===== config.mk =====
export PLATFORM = sky130hd
export DESIGN_NAME = wb_stage
export DESIGN_NICKNAME = d
export VERILOG_FILES = /design/src/rtl/wb_stage_pkg.sv /design/src/rtl/wb_stage_fwd_unit.sv /design/src/rtl/wb_stage.sv
export SDC_FILE = /design/constraint.sdc
export NUM_CORES = 1
export LEC_CHECK = 0
export CORE_MARGIN = 2
export CORE_UTILIZATION = 30
export DETAILED_ROUTE_END_ITERATION = 10
export PLACE_DENSITY = 0.76
export SLEW_MARGIN = 10
export SYNTH_ARGS = -nofsm -noshare
export SYNTH_HDL_FRONTEND = slang
export SYNTH_SLANG_ARGS = --single-unit

===== constraint.sdc =====
create_clock -name clk -period 1.6 [get_ports clk]
set_input_delay 0.48 -clock clk [delete_from_list [all_inputs] [get_ports clk]]
set_output_delay 0.48 -clock clk [all_outputs]
set_load 0.02 [all_outputs]

===== src/rtl/wb_stage_pkg.sv =====
// wb_stage_pkg: shared widths, FSM states and result-source encoding for the writeback stage
package wb_stage_pkg;

    localparam int BYTE_W = 8;
    localparam int REG_AW = 3;

    typedef enum logic {IDLE, WAIT_MEM} wb_state_t;

    typedef enum logic [1:0] {SRC_ALU, SRC_MEM, SRC_LUT} wb_src_t;

endpackage


===== src/rtl/wb_stage_fwd_unit.sv =====
// wb_fwd_unit: operand forwarding from the writeback port and pending-load hazard detection
module wb_fwd_unit #(
    parameter int DW = 8,
    parameter int AW = 3
) (
    input  logic          wb_wrt,
    input  logic [AW-1:0] wb_dst,
    input  logic [DW-1:0] wb_data,
    input  logic          wait_mem,
    input  logic [AW-1:0] pend,
    input  logic [AW-1:0] rd_ptrA,
    input  logic [AW-1:0] rd_ptrB,
    input  logic          rd_imdB,
    input  logic [DW-1:0] rf_rawA,
    input  logic [DW-1:0] rf_rawB,
    output logic [DW-1:0] fwd_A,
    output logic [DW-1:0] fwd_B,
    output logic          raw_hazard
);

    // an immediate B operand never reads the register file, so it neither forwards nor hazards
    always_comb begin
        fwd_A      = (wb_wrt && wb_dst == rd_ptrA) ? wb_data : rf_rawA;
        fwd_B      = (wb_wrt && !rd_imdB && wb_dst == rd_ptrB) ? wb_data : rf_rawB;
        raw_hazard = wait_mem && (rd_ptrA == pend || (!rd_imdB && rd_ptrB == pend));
    end

endmodule


===== src/rtl/wb_stage.sv =====
// wb_stage: registered writeback port with one outstanding memory load; watchdog under WB_WATCHDOG_EN
module wb_stage
    import wb_stage_pkg::*;
#(
    parameter int DW       = BYTE_W,
    parameter int AW       = REG_AW,
    parameter int MAX_WAIT = 15
) (
    input  logic          clk,
    input  logic          init,
    input  logic          ex_valid,
    input  logic          ex_regWrt,
    input  logic          ex_lutLd,
    input  logic          ex_memLd,
    input  logic [AW-1:0] ex_dst,
    input  logic [DW-1:0] lut_data,
    input  logic [DW-1:0] alu_data,
    input  logic          mem_rvalid,
    input  logic [DW-1:0] mem_rdata,
    output logic          ex_stall,
    output logic          wb_wrt,
    output logic [AW-1:0] wb_dst,
    output logic [DW-1:0] wb_data,
    input  logic [AW-1:0] rd_ptrA,
    input  logic [AW-1:0] rd_ptrB,
    input  logic          rd_imdB,
    input  logic [DW-1:0] rf_rawA,
    input  logic [DW-1:0] rf_rawB,
    output logic [DW-1:0] fwd_A,
    output logic [DW-1:0] fwd_B,
    output logic          raw_hazard,
    output logic          wd_err
);

    wb_state_t     state, state_nx;
    wb_src_t       src;
    logic          acc, timeout, wrt_nx;
    logic [AW-1:0] pend, pend_nx, dst_nx;
    logic [DW-1:0] data_nx;

    assign ex_stall = state == WAIT_MEM;

    // next state and next writeback values; a load whose data arrives with the request completes at once
    always_comb begin
        src      = ex_lutLd ? SRC_LUT : ex_memLd ? SRC_MEM : SRC_ALU;
        acc      = state == IDLE && ex_valid && ex_regWrt;
        state_nx = state;
        pend_nx  = pend;
        wrt_nx   = 1'b0;
        dst_nx   = wb_dst;
        data_nx  = wb_data;
        if (acc) begin
            dst_nx  = ex_dst;
            data_nx = src == SRC_LUT ? lut_data : src == SRC_ALU ? alu_data : mem_rdata;
            wrt_nx  = src != SRC_MEM || mem_rvalid;
            pend_nx = src == SRC_MEM ? ex_dst : pend;
            state_nx = (src == SRC_MEM && !mem_rvalid) ? WAIT_MEM : IDLE;
        end else if (state == WAIT_MEM && mem_rvalid) begin
            wrt_nx   = 1'b1;
            dst_nx   = pend;
            data_nx  = mem_rdata;
            state_nx = IDLE;
        end else if (timeout) begin
            state_nx = IDLE;
        end
    end

    // state and writeback port registers
    always_ff @(posedge clk) begin
        if (init) begin
            state   <= IDLE;
            pend    <= '0;
            wb_wrt  <= 1'b0;
            wb_dst  <= '0;
            wb_data <= '0;
        end else begin
            state   <= state_nx;
            pend    <= pend_nx;
            wb_wrt  <= wrt_nx;
            wb_dst  <= dst_nx;
            wb_data <= data_nx;
        end
    end

`ifdef WB_WATCHDOG_EN
    localparam int CW = $clog2(MAX_WAIT + 1);

    logic [CW-1:0] wd_cnt;
    logic          wd_q;

    assign timeout = state == WAIT_MEM && !mem_rvalid && wd_cnt == CW'(MAX_WAIT - 1);
    assign wd_err  = wd_q;

    // counter sits at zero while idle so every wait starts fresh; the error flag is sticky
    always_ff @(posedge clk) begin
        if (init) begin
            wd_cnt <= '0;
            wd_q   <= 1'b0;
        end else begin
            wd_cnt <= state == WAIT_MEM ? wd_cnt + 1'b1 : '0;
            wd_q   <= wd_q | timeout;
        end
    end
`else
    logic unused_max;

    assign timeout    = 1'b0;
    assign wd_err     = 1'b0;
    assign unused_max = ^MAX_WAIT;
`endif

    wb_fwd_unit #(.DW(DW), .AW(AW)) u_fwd (
        .wb_wrt     (wb_wrt),
        .wb_dst     (wb_dst),
        .wb_data    (wb_data),
        .wait_mem   (ex_stall),
        .pend       (pend),
        .rd_ptrA    (rd_ptrA),
        .rd_ptrB    (rd_ptrB),
        .rd_imdB    (rd_imdB),
        .rf_rawA    (rf_rawA),
        .rf_rawB    (rf_rawB),
        .fwd_A      (fwd_A),
        .fwd_B      (fwd_B),
        .raw_hazard (raw_hazard)
    );

endmodule

==> impl_metrics.csv <==
group,metric,value,unit
status,outcome,"finished with violations",
status,violations,"negative setup slack",
worst_setup_path,arrival,1.56,ns
worst_setup_path,crit_family,"flip-flops",
sta,fin_crit,2.04,ns
run,maxCapViolations,0,
synth,syn_nets,182,
worst_setup_path,cp.depth,5,
clock_tree,cts-buffers-inserted,3,
worst_setup_path,timing.rr.end,"wb_data[4]",
routing,firstDrtPassIters,4,
synth,synth_edf_count,0,
worst_setup_path,slowest_stage,"dfxtp_4",
global_route,overflow,0,
routing,drt-total-wl,4540,um
floorplanning,die_height,66.1,um
synth,yosys_warnings,0,
global_route,grt_pass1_wl,6910,um
synth,synth_top_area_share,27.7,%
global_route,grt_pass1_vias,1467,
global_route,grt_max_degree,12,
clock_tree,clkLatencyLatePin,0.24,ns
worst_setup_path,crit_fanout,6,
synth,async_reset_ff_share,0,%
clock_tree,cts.path.max_buffers,2,
sta,fin_skew,0.00288,ns
final_layout,diodes,0,
floorplanning,rows,22,
power_and_ir_drop,leakagePower,0.00122,uW
synth,ys_ff_latch,16,
worst_setup_path,required,1.12,ns
floorplanning,die_w,66.1,um
sta,setup_violations,17,
worst_setup_path,setup.worst_path.start,"wb_dst[2]",
worst_setup_path,crit_type,"reg2out",
routing,drt-vias-per-instance,4.86,
power_and_ir_drop,p_per_area,495,nW/um2
placement,place_congestion,0.791,
clock_tree,cts_tree,"yes",
worst_setup_path,reg2reg_depth,4,
worst_setup_path,regToRegSetupSlack,0.25,ns
worst_setup_path,path_buf_inv,2,
worst_setup_path,reg2reg_from,"ex_stall",
floorplanning,die_area,4370,um2
routing,drc_errors,0,
clock_tree,clock_sinks,16,
final_layout,fill_cells,269,
synth,seq_area_frac_synth,27.7,%
sta,hold_viol_final,0,
sta,rsz0062_at_grt,"yes",
worst_setup_path,slowest_delay,0.38,ns
placement,port_buffers,86,
clock_tree,cts-root-buf,"clkbuf_8",
routing,vias,1440,
floorplanning,pin_count,88,
placement,hpwl,3420,um
final_layout,syn_to_final_growth,133,%
clock_tree,path_clk_slew,0.06,ns
synth,yosysUniqueCellTypes,36,
synth,synthTopCellsByCount,"dfxtp_1 (16), a21oi_1 (14), mux2_2 (14), nand2_1 (9)",
synth,yosysTopAreaCell,"dfxtp_1",
global_route,grt_use_total,20.4,%
synth,synth_area,1160,um2
synth,avgSynthCellArea,9.26,um2
synth,synth.most_common_cell,"dfxtp_1",
min_path,hold_class,"reg2reg",
final_layout,layout-drive-gt1-share,46.8,%
routing,drt_iter0_drc,44,
placement,post-place-ws,-1.22,ns
routing,wl_per_cell,15.3,um
synth,yosys-top-cells-area,"dfxtp_1 (28%), mux2_2 (14%), a21oi_1 (6.1%)",
clock_tree,htree_levels,1,
global_route,antenna_found_initial,0,
worst_setup_path,worstPathCellList,"xnor2_4 > nand4_4 > buf_12 > mux2_4 > buf_6",
synth,synthCells,125,
floorplanning,initial_core_util,31.4,%
final_layout,final_nets,306,
sta,slew_violations,0,
synth,synthFlopType,"dfxtp_1",
worst_setup_path,crit_path_end,"fwd_B[6]",
sta,max_freq,0.491,GHz
sta,fin_ws,-0.438,ns
sta,period_share,127,%
routing,ant_nets,0,
floorplanning,core_region_area,3690,um2
power_and_ir_drop,max-vdd-ir-drop,0.283,mV
worst_setup_path,setup.worst_path.end_class,"output pin",
final_layout,final_util,73.0,%
worst_setup_path,start_kind,"flop",
## timing repair
action	CTS	global route
resized for setup	173	18
hold buffers	0	0
cloned	1	0
pin swaps	12	11
setup endpoints to repair	38	31
setup buffers	6	2
## where the power goes
part           switching, uW  leakage (uW)  total [uW]  internal [uW]
clock                    127     0.0000288         344            218
sequential              28.4      0.000134         444            416
combinational            207       0.00106         545            337
## per-stage QoR
stage	hold WS, ns	total power (uW)	std cells	TNS, ns	instance area [um2]
final	0.586	1330	296	-6.95	2690
after global routing	0.619	1390	296	-7.66	2690
after CTS	0.578	1320	294	-6.75	2620
after detailed placement	0.561	961	283	-24.35	2410
after global placement	0.530	952	283	-23.34	2410
after floorplan	0.502	661	125	-0.508	1300
## state kept, by name (all words and copies together), names as in the netlist
name      count
wb_data       8
wb_wrt        1
pend          3
ex_stall      1
wb_dst        3
## worst min path at each step
stage / depth (start not counted) / from / endpoint
after CTS: 1 / wb_data[7] / wb_data[7]
after floorplan: 2 / pend[0] / pend[0]
after global placement: 1 / wb_data[7] / wb_data[7]
after global routing: 1 / wb_data[7] / wb_data[7]
after detailed placement: 1 / wb_data[7] / wb_data[7]
final: 1 / wb_data[7] / wb_data[7]
## cell type report
cell class	count	area (um2)	share of cell area, %
multi-input combinational	101	1010	37.6
timing repair buffer	127	1230	45.7
sequential	16	334	12.4
clock buffer	4	55.1	2.05
tap	48	60.1	2.23
## kinds of logic after synthesis
family                 after synthesis  synth area share, %
flip-flops                          16                 27.7
AO/OA/AOI/OAI                       33                 20.6
multiplexers                        16                 15.6
other                                1                0.324
AND/OR/NAND/NOR                     39                 22.8
XOR/XNOR                            12                 9.08
buffers and inverters                8                 3.89
## layout by cell type, fill, tap and decap left out, types with 2 or more instances in the layout
master / count
a21oi_1: 14
a221o_1: 7
a22oi_1: 3
buf_12: 2
buf_2: 3
buf_4: 31
buf_6: 28
clkbuf_8: 4
clkdlybuf4s15_1: 3
clkdlybuf4s50_1: 44
dfxtp_1: 11
dfxtp_2: 2
dfxtp_4: 3
dlygate4sd2_1: 12
dlymetal6s2s_1: 3
mux2_4: 15
nand2_1: 9
nand3_1: 6
nand4_4: 2
nor3_1: 3
o21ai_0: 4
or3b_2: 7
or3b_4: 2
xnor2_4: 6
xor2_1: 4
xor2_2: 2
## routing by layer
metal	wire, um	vias up	global-route usage [%]	share of wire (%)
li1	-	713	-	-
met1	1840	669	24.0	40
met2	2440	56	39.3	54
met3	233	2	2.04	5.1
met4	27	0	4.08	0.60
met5	0	-	0	0
(Power assumes the default switching activity.)
